**src/rtl/sram_port_arbiter_if.sv**
```systemverilog
// ---------------------------------------------------------------------------
// sram_port_arbiter_if
//   One requester port of the SRAM arbiter. A requester raises req with
//   we/addr/wdata/be stable and holds them until ack pulses for one cycle.
//   rdata carries read data while ack is high and keeps it until the next
//   read on the same port completes.
//
//   Signals
//     req    requester -> arbiter  transaction request
//     we     requester -> arbiter  1 = write, 0 = read
//     addr   requester -> arbiter  SRAM word address
//     wdata  requester -> arbiter  write data
//     be     requester -> arbiter  byte enables, active high (bit0 = [7:0])
//     ack    arbiter -> requester  one-cycle completion pulse
//     rdata  arbiter -> requester  read data
//
//   Modports: master = requester side, slave = arbiter side.
// ---------------------------------------------------------------------------
interface sram_port_arbiter_if #(
  parameter int ADDR_W = 20
) ();
  logic              req;
  logic              we;
  logic [ADDR_W-1:0] addr;
  logic [31:0]       wdata;
  logic [3:0]        be;
  logic              ack;
  logic [31:0]       rdata;

  modport master (
    output req, we, addr, wdata, be,
    input  ack, rdata
  );

  modport slave (
    input  req, we, addr, wdata, be,
    output ack, rdata
  );
endinterface

```
**src/rtl/sram_port_arbiter.sv**
```systemverilog
// ---------------------------------------------------------------------------
// sram_port_arbiter
//   Shares one 32-bit asynchronous SRAM bank between two requesters
//   (p0 = CPU bus, p1 = serial loader). Round-robin arbitration, one
//   transaction in flight, fixed sequence IDLE -> SETUP -> ACCESS
//   (WAIT_CYCLES) -> HOLD -> DONE -> IDLE. Every output is a flop.
//
//   Parameters
//     ADDR_W       SRAM word-address width
//     WAIT_CYCLES  strobe low time in ACCESS, 1..15
//
//   Ports
//     clk, rst       clock, synchronous active-low reset
//     p0, p1         requester ports (slave side of sram_port_arbiter_if)
//     grant          one-hot owner of the current transaction, 0 when idle
//     sram_addr      SRAM address
//     sram_dout      data towards the pad
//     sram_dout_en   pad output enable
//     sram_din       data from the pad
//     sram_ce_n, sram_oe_n, sram_we_n   SRAM strobes, active low
//     sram_be_n      SRAM byte lanes, active low
// ---------------------------------------------------------------------------
module sram_port_arbiter #(
  parameter int ADDR_W      = 20,
  parameter int WAIT_CYCLES = 2
) (
  input  logic              clk,
  input  logic              rst,
  sram_port_arbiter_if.slave p0,
  sram_port_arbiter_if.slave p1,
  output logic [1:0]        grant,
  output logic [ADDR_W-1:0] sram_addr,
  output logic [31:0]       sram_dout,
  output logic              sram_dout_en,
  input  logic [31:0]       sram_din,
  output logic              sram_ce_n,
  output logic              sram_oe_n,
  output logic              sram_we_n,
  output logic [3:0]        sram_be_n
);

  typedef enum logic [2:0] {
    IDLE   = 3'd0,
    SETUP  = 3'd1,
    ACCESS = 3'd2,
    HOLD   = 3'd3,
    DONE   = 3'd4
  } state_t;

  // ACCESS counts down from WAIT_CYCLES-1 to 0, so it lasts WAIT_CYCLES cycles.
  localparam logic [3:0] CNT_INIT = 4'(WAIT_CYCLES - 1);

  state_t            state_q, state_d;
  logic [3:0]        cnt_q, cnt_d;
  logic              last_grant_q, last_grant_d;  // index of the most recent winner
  logic              owner_q, owner_d;            // index of the current owner
  logic              txn_we_q, txn_we_d;
  logic [1:0]        grant_q, grant_d;
  logic [ADDR_W-1:0] addr_q, addr_d;
  logic [31:0]       dout_q, dout_d;
  logic              dout_en_q, dout_en_d;
  logic              ce_n_q, ce_n_d;
  logic              oe_n_q, oe_n_d;
  logic              we_n_q, we_n_d;
  logic [3:0]        be_n_q, be_n_d;
  logic [1:0]        ack_q, ack_d;
  logic [31:0]       rdata0_q, rdata0_d;
  logic [31:0]       rdata1_q, rdata1_d;

  logic              pick;      // winning port index when in IDLE
  logic              pick_we;
  logic [ADDR_W-1:0] pick_addr;
  logic [31:0]       pick_wdata;
  logic [3:0]        pick_be;

  always_comb begin
    // On a tie the port that did not win last time goes next.
    pick = 1'b0;
    if (p0.req && p1.req) begin
      pick = ~last_grant_q;
    end else if (p1.req) begin
      pick = 1'b1;
    end
    pick_we    = pick ? p1.we    : p0.we;
    pick_addr  = pick ? p1.addr  : p0.addr;
    pick_wdata = pick ? p1.wdata : p0.wdata;
    pick_be    = pick ? p1.be    : p0.be;

    state_d      = state_q;
    cnt_d        = cnt_q;
    last_grant_d = last_grant_q;
    owner_d      = owner_q;
    txn_we_d     = txn_we_q;
    grant_d      = grant_q;
    addr_d       = addr_q;
    dout_d       = dout_q;
    dout_en_d    = dout_en_q;
    ce_n_d       = ce_n_q;
    oe_n_d       = oe_n_q;
    we_n_d       = we_n_q;
    be_n_d       = be_n_q;
    ack_d        = 2'b00;
    rdata0_d     = rdata0_q;
    rdata1_d     = rdata1_q;

    case (state_q)
      IDLE: begin
        if (p0.req || p1.req) begin
          // Outputs for SETUP are loaded here so they appear in SETUP.
          owner_d      = pick;
          last_grant_d = pick;
          grant_d      = pick ? 2'b10 : 2'b01;
          txn_we_d     = pick_we;
          addr_d       = pick_addr;
          be_n_d       = ~pick_be;
          ce_n_d       = 1'b0;
          if (pick_we) begin
            dout_d    = pick_wdata;
            dout_en_d = 1'b1;
          end else begin
            oe_n_d = 1'b0;
          end
          state_d = SETUP;
        end
      end
      SETUP: begin
        cnt_d = CNT_INIT;
        if (txn_we_q) begin
          we_n_d = 1'b0;
        end
        state_d = ACCESS;
      end
      ACCESS: begin
        if (cnt_q == 4'd0) begin
          // Last strobe-low cycle: capture read data before oe_n rises.
          we_n_d = 1'b1;
          oe_n_d = 1'b1;
          if (!txn_we_q) begin
            if (owner_q) begin
              rdata1_d = sram_din;
            end else begin
              rdata0_d = sram_din;
            end
          end
          state_d = HOLD;
        end else begin
          cnt_d = cnt_q - 4'd1;
        end
      end
      HOLD: begin
        // ce_n, addr and the write data were held through HOLD; release now.
        ce_n_d    = 1'b1;
        dout_en_d = 1'b0;
        be_n_d    = 4'hF;
        ack_d     = owner_q ? 2'b10 : 2'b01;
        state_d   = DONE;
      end
      DONE: begin
        grant_d = 2'b00;
        state_d = IDLE;
      end
      default: begin
        state_d = IDLE;
      end
    endcase
  end

  always_ff @(posedge clk) begin
    if (!rst) begin
      state_q      <= IDLE;
      cnt_q        <= 4'd0;
      last_grant_q <= 1'b1;
      owner_q      <= 1'b0;
      txn_we_q     <= 1'b0;
      grant_q      <= 2'b00;
      addr_q       <= '0;
      dout_q       <= 32'h0;
      dout_en_q    <= 1'b0;
      ce_n_q       <= 1'b1;
      oe_n_q       <= 1'b1;
      we_n_q       <= 1'b1;
      be_n_q       <= 4'hF;
      ack_q        <= 2'b00;
      rdata0_q     <= 32'h0;
      rdata1_q     <= 32'h0;
    end else begin
      state_q      <= state_d;
      cnt_q        <= cnt_d;
      last_grant_q <= last_grant_d;
      owner_q      <= owner_d;
      txn_we_q     <= txn_we_d;
      grant_q      <= grant_d;
      addr_q       <= addr_d;
      dout_q       <= dout_d;
      dout_en_q    <= dout_en_d;
      ce_n_q       <= ce_n_d;
      oe_n_q       <= oe_n_d;
      we_n_q       <= we_n_d;
      be_n_q       <= be_n_d;
      ack_q        <= ack_d;
      rdata0_q     <= rdata0_d;
      rdata1_q     <= rdata1_d;
    end
  end

  assign p0.ack       = ack_q[0];
  assign p1.ack       = ack_q[1];
  assign p0.rdata     = rdata0_q;
  assign p1.rdata     = rdata1_q;
  assign grant        = grant_q;
  assign sram_addr    = addr_q;
  assign sram_dout    = dout_q;
  assign sram_dout_en = dout_en_q;
  assign sram_ce_n    = ce_n_q;
  assign sram_oe_n    = oe_n_q;
  assign sram_we_n    = we_n_q;
  assign sram_be_n    = be_n_q;

endmodule

```
**src/flat_wrapper.sv**
```systemverilog
// flat-port wrapper written by rule: the top's interface ports become plain ports
module sram_port_arbiter_flat 
#(
  parameter int ADDR_W      = 20,
  parameter int WAIT_CYCLES = 2
)
  (clk, rst, grant, sram_addr, sram_dout, sram_dout_en, sram_din, sram_ce_n, sram_oe_n, sram_we_n, sram_be_n, p0_req, p0_we, p0_addr, p0_wdata, p0_be, p0_ack, p0_rdata, p1_req, p1_we, p1_addr, p1_wdata, p1_be, p1_ack, p1_rdata);
  sram_port_arbiter_if #(.ADDR_W(ADDR_W)) p0_i ();
  sram_port_arbiter_if #(.ADDR_W(ADDR_W)) p1_i ();
  input  logic clk;
  input  logic rst;
  output logic [1:0] grant;
  output logic [ADDR_W-1:0] sram_addr;
  output logic [31:0] sram_dout;
  output logic sram_dout_en;
  input  logic [31:0] sram_din;
  output logic sram_ce_n;
  output logic sram_oe_n;
  output logic sram_we_n;
  output logic [3:0] sram_be_n;
  input wire logic [$bits(p0_i.req)-1:0] p0_req;
  input wire logic [$bits(p0_i.we)-1:0] p0_we;
  input wire logic [$bits(p0_i.addr)-1:0] p0_addr;
  input wire logic [$bits(p0_i.wdata)-1:0] p0_wdata;
  input wire logic [$bits(p0_i.be)-1:0] p0_be;
  output wire logic [$bits(p0_i.ack)-1:0] p0_ack;
  output wire logic [$bits(p0_i.rdata)-1:0] p0_rdata;
  input wire logic [$bits(p1_i.req)-1:0] p1_req;
  input wire logic [$bits(p1_i.we)-1:0] p1_we;
  input wire logic [$bits(p1_i.addr)-1:0] p1_addr;
  input wire logic [$bits(p1_i.wdata)-1:0] p1_wdata;
  input wire logic [$bits(p1_i.be)-1:0] p1_be;
  output wire logic [$bits(p1_i.ack)-1:0] p1_ack;
  output wire logic [$bits(p1_i.rdata)-1:0] p1_rdata;
  assign p0_i.req = p0_req;
  assign p0_i.we = p0_we;
  assign p0_i.addr = p0_addr;
  assign p0_i.wdata = p0_wdata;
  assign p0_i.be = p0_be;
  assign p0_ack = p0_i.ack;
  assign p0_rdata = p0_i.rdata;
  assign p1_i.req = p1_req;
  assign p1_i.we = p1_we;
  assign p1_i.addr = p1_addr;
  assign p1_i.wdata = p1_wdata;
  assign p1_i.be = p1_be;
  assign p1_ack = p1_i.ack;
  assign p1_rdata = p1_i.rdata;
  sram_port_arbiter #(.ADDR_W(ADDR_W), .WAIT_CYCLES(WAIT_CYCLES)) u_core (.clk(clk), .rst(rst), .p0(p0_i), .p1(p1_i), .grant(grant), .sram_addr(sram_addr), .sram_dout(sram_dout), .sram_dout_en(sram_dout_en), .sram_din(sram_din), .sram_ce_n(sram_ce_n), .sram_oe_n(sram_oe_n), .sram_we_n(sram_we_n), .sram_be_n(sram_be_n));
endmodule
```
**config.mk**
```make
export PLATFORM = sky130hd
export DESIGN_NAME = sram_port_arbiter_flat
export DESIGN_NICKNAME = d
export VERILOG_FILES = /design/src/rtl/sram_port_arbiter_if.sv /design/src/rtl/sram_port_arbiter.sv /design/src/flat_wrapper.sv
export SDC_FILE = /design/constraint.sdc
export NUM_CORES = 1
export LEC_CHECK = 0
export ABC_AREA = 0
export CAP_MARGIN = 20
export CORE_MARGIN = 5
export CORE_UTILIZATION = 30
export DETAILED_ROUTE_END_ITERATION = 10
export GPL_TIMING_DRIVEN = 0
export REMOVE_ABC_BUFFERS = 1
export SLEW_MARGIN = 20
export SYNTH_ARGS = -nofsm -noshare
export SYNTH_HDL_FRONTEND = slang
export SYNTH_SLANG_ARGS = --single-unit
```
**constraint.sdc**
```tcl
create_clock -name clk -period 1.73 [get_ports clk]
set_clock_uncertainty 0.1 [all_clocks]
set_input_delay 0.173 -clock clk [delete_from_list [all_inputs] [get_ports clk]]
set_output_delay 0.173 -clock clk [all_outputs]
set_load 0.01 [all_outputs]
```
==> results.toml, run 1 <==
[setup_path]
critical_path.top_delay_family = "simple AND/OR/NAND/NOR gates"
path_buf_inv = 2
timing.critical_path.from = "u_core.cnt_q[1]"
timing.rr.end = "u_core.p0.rdata[2]"
worstSetupPathDepth = 7
crit_slowest_cell = "sky130_fd_sc_hd__or3_4"
regToRegSetupSlack_ns = -0.19
worstSetupStartpointType = "flop"
crit-reg2reg-launch = "u_core.cnt_q[1]"
critPathKind = "reg -> reg"
timing.critical_path.cells = "inv_2, ha_4, nor3b_4, nand3_4, or3_4, buf_12, mux2i_2"
required_ns = 1.93
timing.critical_path.arrival_ns = 2.12
worstRegToRegCells = 7
crit_path_end_kind = "flop"
crit_fanout = 6
critPathMaxStageDelay_ns = 0.47
critPathCapture = "u_core.p0.rdata[2]"

[synthesis]
ys_seq_area_frac = 0.4672
synthCells = 623
ys_dominant_reg_cell = "sky130_fd_sc_hd__dfxtp_1"
ys_ff_latch = 138
synth_largest_type_area_fraction = 0.4672
commonest_cells_in_the_synthesized_netlist = "138 x sky130_fd_sc_hd__dfxtp_1, 114 x sky130_fd_sc_hd__nand2_1, 90 x sky130_fd_sc_hd__mux2i_1"
synthesis.area_um2 = 5913
synth.largest_area_cell = "sky130_fd_sc_hd__dfxtp_1"
synth.lib_cells_used.distinct = 40
yosysMostFrequentCell = "sky130_fd_sc_hd__dfxtp_1"
post_synth_edffs = 0
synthesis.yosys.warnings = 0
fraction_of_registers_with_async_set_or_reset_after_synthesis = 0
ranking_of_synthesized_cells_by_area = "sky130_fd_sc_hd__dfxtp_1 47%, sky130_fd_sc_hd__mux2i_1 15%, sky130_fd_sc_hd__nand2_1 7.2%, sky130_fd_sc_hd__o221a_2 4.4%, sky130_fd_sc_hd__nor3b_1 4.2%"
synthesis.area_per_instance_um2 = 9.491

[timing]
timing.final.max_slew_violations = 0
slew-limit-headroom = 0.5260
setup_violations = 79
share_of_the_clock_period_used_by_the_worst_path = 1.108
worst_slew_pin_slew_ns = 0.7111
hold_violation_total_from_the_final_report = 0
final.min_clock_period_ns = 1.917
setup_repair_after_global_routing_missed_its_margin = "yes"
setup-tns-final_ns = -11.08
setup_slack_ns = -0.1875
max_freq_mhz = 521.5
hold_ws_ns = 0.1117

[clock_network]
clock_tree.root_cell = "sky130_fd_sc_hd__clkbuf_16"
cts_inserted_buffers = 17
worst_skew_pair.late_latency_ns = 0.41
numClockSinks = 138
cts_buffer_depth = 2
cts_tree = "done"
clk_pin_slew_worst_paths_ns = 0.06
number_of_buffers_inserted_for_hold_repair_after_clock_tree_synthesis = 0
cts_max_level = 4

[routing]
detailedRoute.firstIterationViolations = 251
route.detailed.vias_per_inst = 4.637
met2WireLength_um = 10090
drc = 0
antenna_violating_nets_post_route = 0
detail_route.wirelength.met1_um = 8932
route.final.wire_length_um = 20880
highest_layer = "met4"
drt_pass_1_iters = 5
met3_wirelength_um = 1374
via_count = 5536
post_drt_wl_per_cell_um = 17.49

[placed_design]
place_hpwl_um = 12950
gpl.final_weighted_congestion = 0.7464
io_buffers = 277
post-place-ws_ns = -1.011

[hold_path]
holdPathStages = 3
holdCritPathClass = "in -> reg"

[finish]
layout.filler_cells = 1807
area_of_the_multi_input_gates_um2 = 2927
flow.area_growth_from_synthesis_pct = 72.72
design.final.nets = 1066
regArea_um2 = 2778
share_of_post_route_cells_with_drive_strength_above_1 = 0.1509

[global_routing]
grt-ovfl-total = 0
antenna_found_initial = 1
maximum_number_of_pins_on_one_net_before_global_route_repair = 79
grt_first_pass_wirelength_um = 30360
globalRouteTotalUtil = 0.1733
first_global_vias = 5403

[die]
std_cell_rows = 51
dieWidth_um = 150.4
std_cell_core_area_um2 = 19460
height_of_the_die_um = 150.4
starting_density = 0.3038
die_area_um2 = 22620
ioPinCount = 278

[power]
power_leakage_nw = 4.354
cellPowerDensity_nw_per_um2 = 1171
ir_drop_mv = 0.6880
report.power.total_mw = 11.96

[status]
outcome = "finished, violations left"
violations = "setup timing"

[flow_run]
maxCapViolCount = 0
-- routing by layer --
layer,vias up,global-route usage
met3,29,0.04937
met5,-,0
met4,0,0.06496
met1,2556,0.2119
met2,171,0.2893
li1,2780,-
-- layout make-up --
cell class,count,share of cell area
flip-flops and latches,138,0.2720
multi-input cells,396,0.2865
repair inverters,1,0.0007350
well taps,265,0.03246
repair buffers,324,0.3379
clock inverters,14,0.01421
diodes,1,0.0002450
clock buffers,18,0.04202
inverters,37,0.01397
-- cells in the final DEF, fill, tap and decap left out, types with 5 or more instances in the layout --
| cell type | Yosys | layout |
|---|---|---|
| sky130_fd_sc_hd__a211oi_1 | 20 | 19 |
| sky130_fd_sc_hd__a31oi_1 | 33 | 33 |
| sky130_fd_sc_hd__buf_16 | 0 | 6 |
| sky130_fd_sc_hd__buf_4 | 1 | 15 |
| sky130_fd_sc_hd__buf_6 | 11 | 14 |
| sky130_fd_sc_hd__clkbuf_16 | 0 | 24 |
| sky130_fd_sc_hd__clkdlybuf4s50_1 | 0 | 273 |
| sky130_fd_sc_hd__clkinv_2 | 0 | 5 |
| sky130_fd_sc_hd__dfxtp_1 | 138 | 132 |
| sky130_fd_sc_hd__inv_1 | 37 | 34 |
| sky130_fd_sc_hd__mux2i_1 | 90 | 87 |
| sky130_fd_sc_hd__nand2_1 | 114 | 114 |
| sky130_fd_sc_hd__nand3_1 | 7 | 7 |
| sky130_fd_sc_hd__nor2_1 | 27 | 26 |
| sky130_fd_sc_hd__nor3b_1 | 33 | 30 |
| sky130_fd_sc_hd__o221a_1 | 9 | 9 |
| sky130_fd_sc_hd__o221a_2 | 23 | 16 |
| sky130_fd_sc_hd__o221a_4 | 0 | 7 |
-- per-stage QoR --
stage / instance area, um^2 / cells / util
6_report: 10210 / 1194 / 0.5248
3_5_place_dp: 8914 / 1119 / 0.4580
4_1_cts: 9838 / 1177 / 0.5055
3_3_place_gp: 8706 / 1108 / 0.4473
2_1_floorplan: 5602 / 566 / -
5_1_grt: 10210 / 1194 / 0.5248
-- power breakdown --
group | internal (mW) | switching (mW)
registers | 3.73 | 0.361
clock network | 2.13 | 1.45
logic | 2.41 | 1.88
total | 8.27 | 3.69
-- timing repair --
item | 4_1_cts | 5_1_grt
cloned | 7 | 7
gates resized for setup | 34 | 25
endpoints found under the setup margin | 128 | 121
pin swaps | 10 | 12
setup buffers | 20 | 9
-- tightest hold or removal path, delay by kind of cell --
family / cells / cell delay (ns)
buf+inv: 1 / 0.22
simple gates: 1 / 0.12
mux: 1 / 0.05
-- how the worst min path moves through the flow --
stage                          start                   end  slack (ns)
global route                     rst   u_core.p0.rdata[30]        0.13
floorplan                        rst   u_core.last_grant_q        0.14
detailed placement  u_core.sram_ce_n      u_core.sram_ce_n        0.34
CTS                              rst  u_core.sram_dout[19]         0.1
finish                           rst   u_core.p0.rdata[12]        0.11
global placement    u_core.sram_ce_n      u_core.sram_ce_n        0.33
-- state kept, by name, summed over array words and instances, names as in the netlist --
signal,count
u_core.ack_q,2
u_core.cnt_q,4
u_core.grant,2
u_core.last_grant_q,1
u_core.owner_q,1
u_core.p0.rdata,32
u_core.p1.rdata,32
u_core.sram_addr,20
u_core.sram_be_n,4
u_core.sram_ce_n,1
u_core.sram_dout,32
u_core.sram_dout_en,1
u_core.sram_oe_n,1
u_core.sram_we_n,1
u_core.state_q,3
u_core.txn_we_q,1
-- logic make-up after synthesis --
family	synth area share
mux	0.1523
fa+ha+maj	0.002116
buf+inv	0.07617
compound gates	0.1331
simple gates	0.1646
xor+xnor	0.004444
flops	0.4672
No activity file was read; power rests on OpenSTA's default activity.
==> run 2, diff against run 1 <==
--- a/config.mk
+++ b/config.mk
@@ -10,6 +10,7 @@
 export CORE_MARGIN = 5
 export CORE_UTILIZATION = 30
 export DETAILED_ROUTE_END_ITERATION = 10
+export GPL_ROUTABILITY_DRIVEN = 1
 export GPL_TIMING_DRIVEN = 0
 export REMOVE_ABC_BUFFERS = 1
 export SLEW_MARGIN = 20
==> results of run 2 <==
The final DEF is identical to that of run 1; final timing and power are the same.
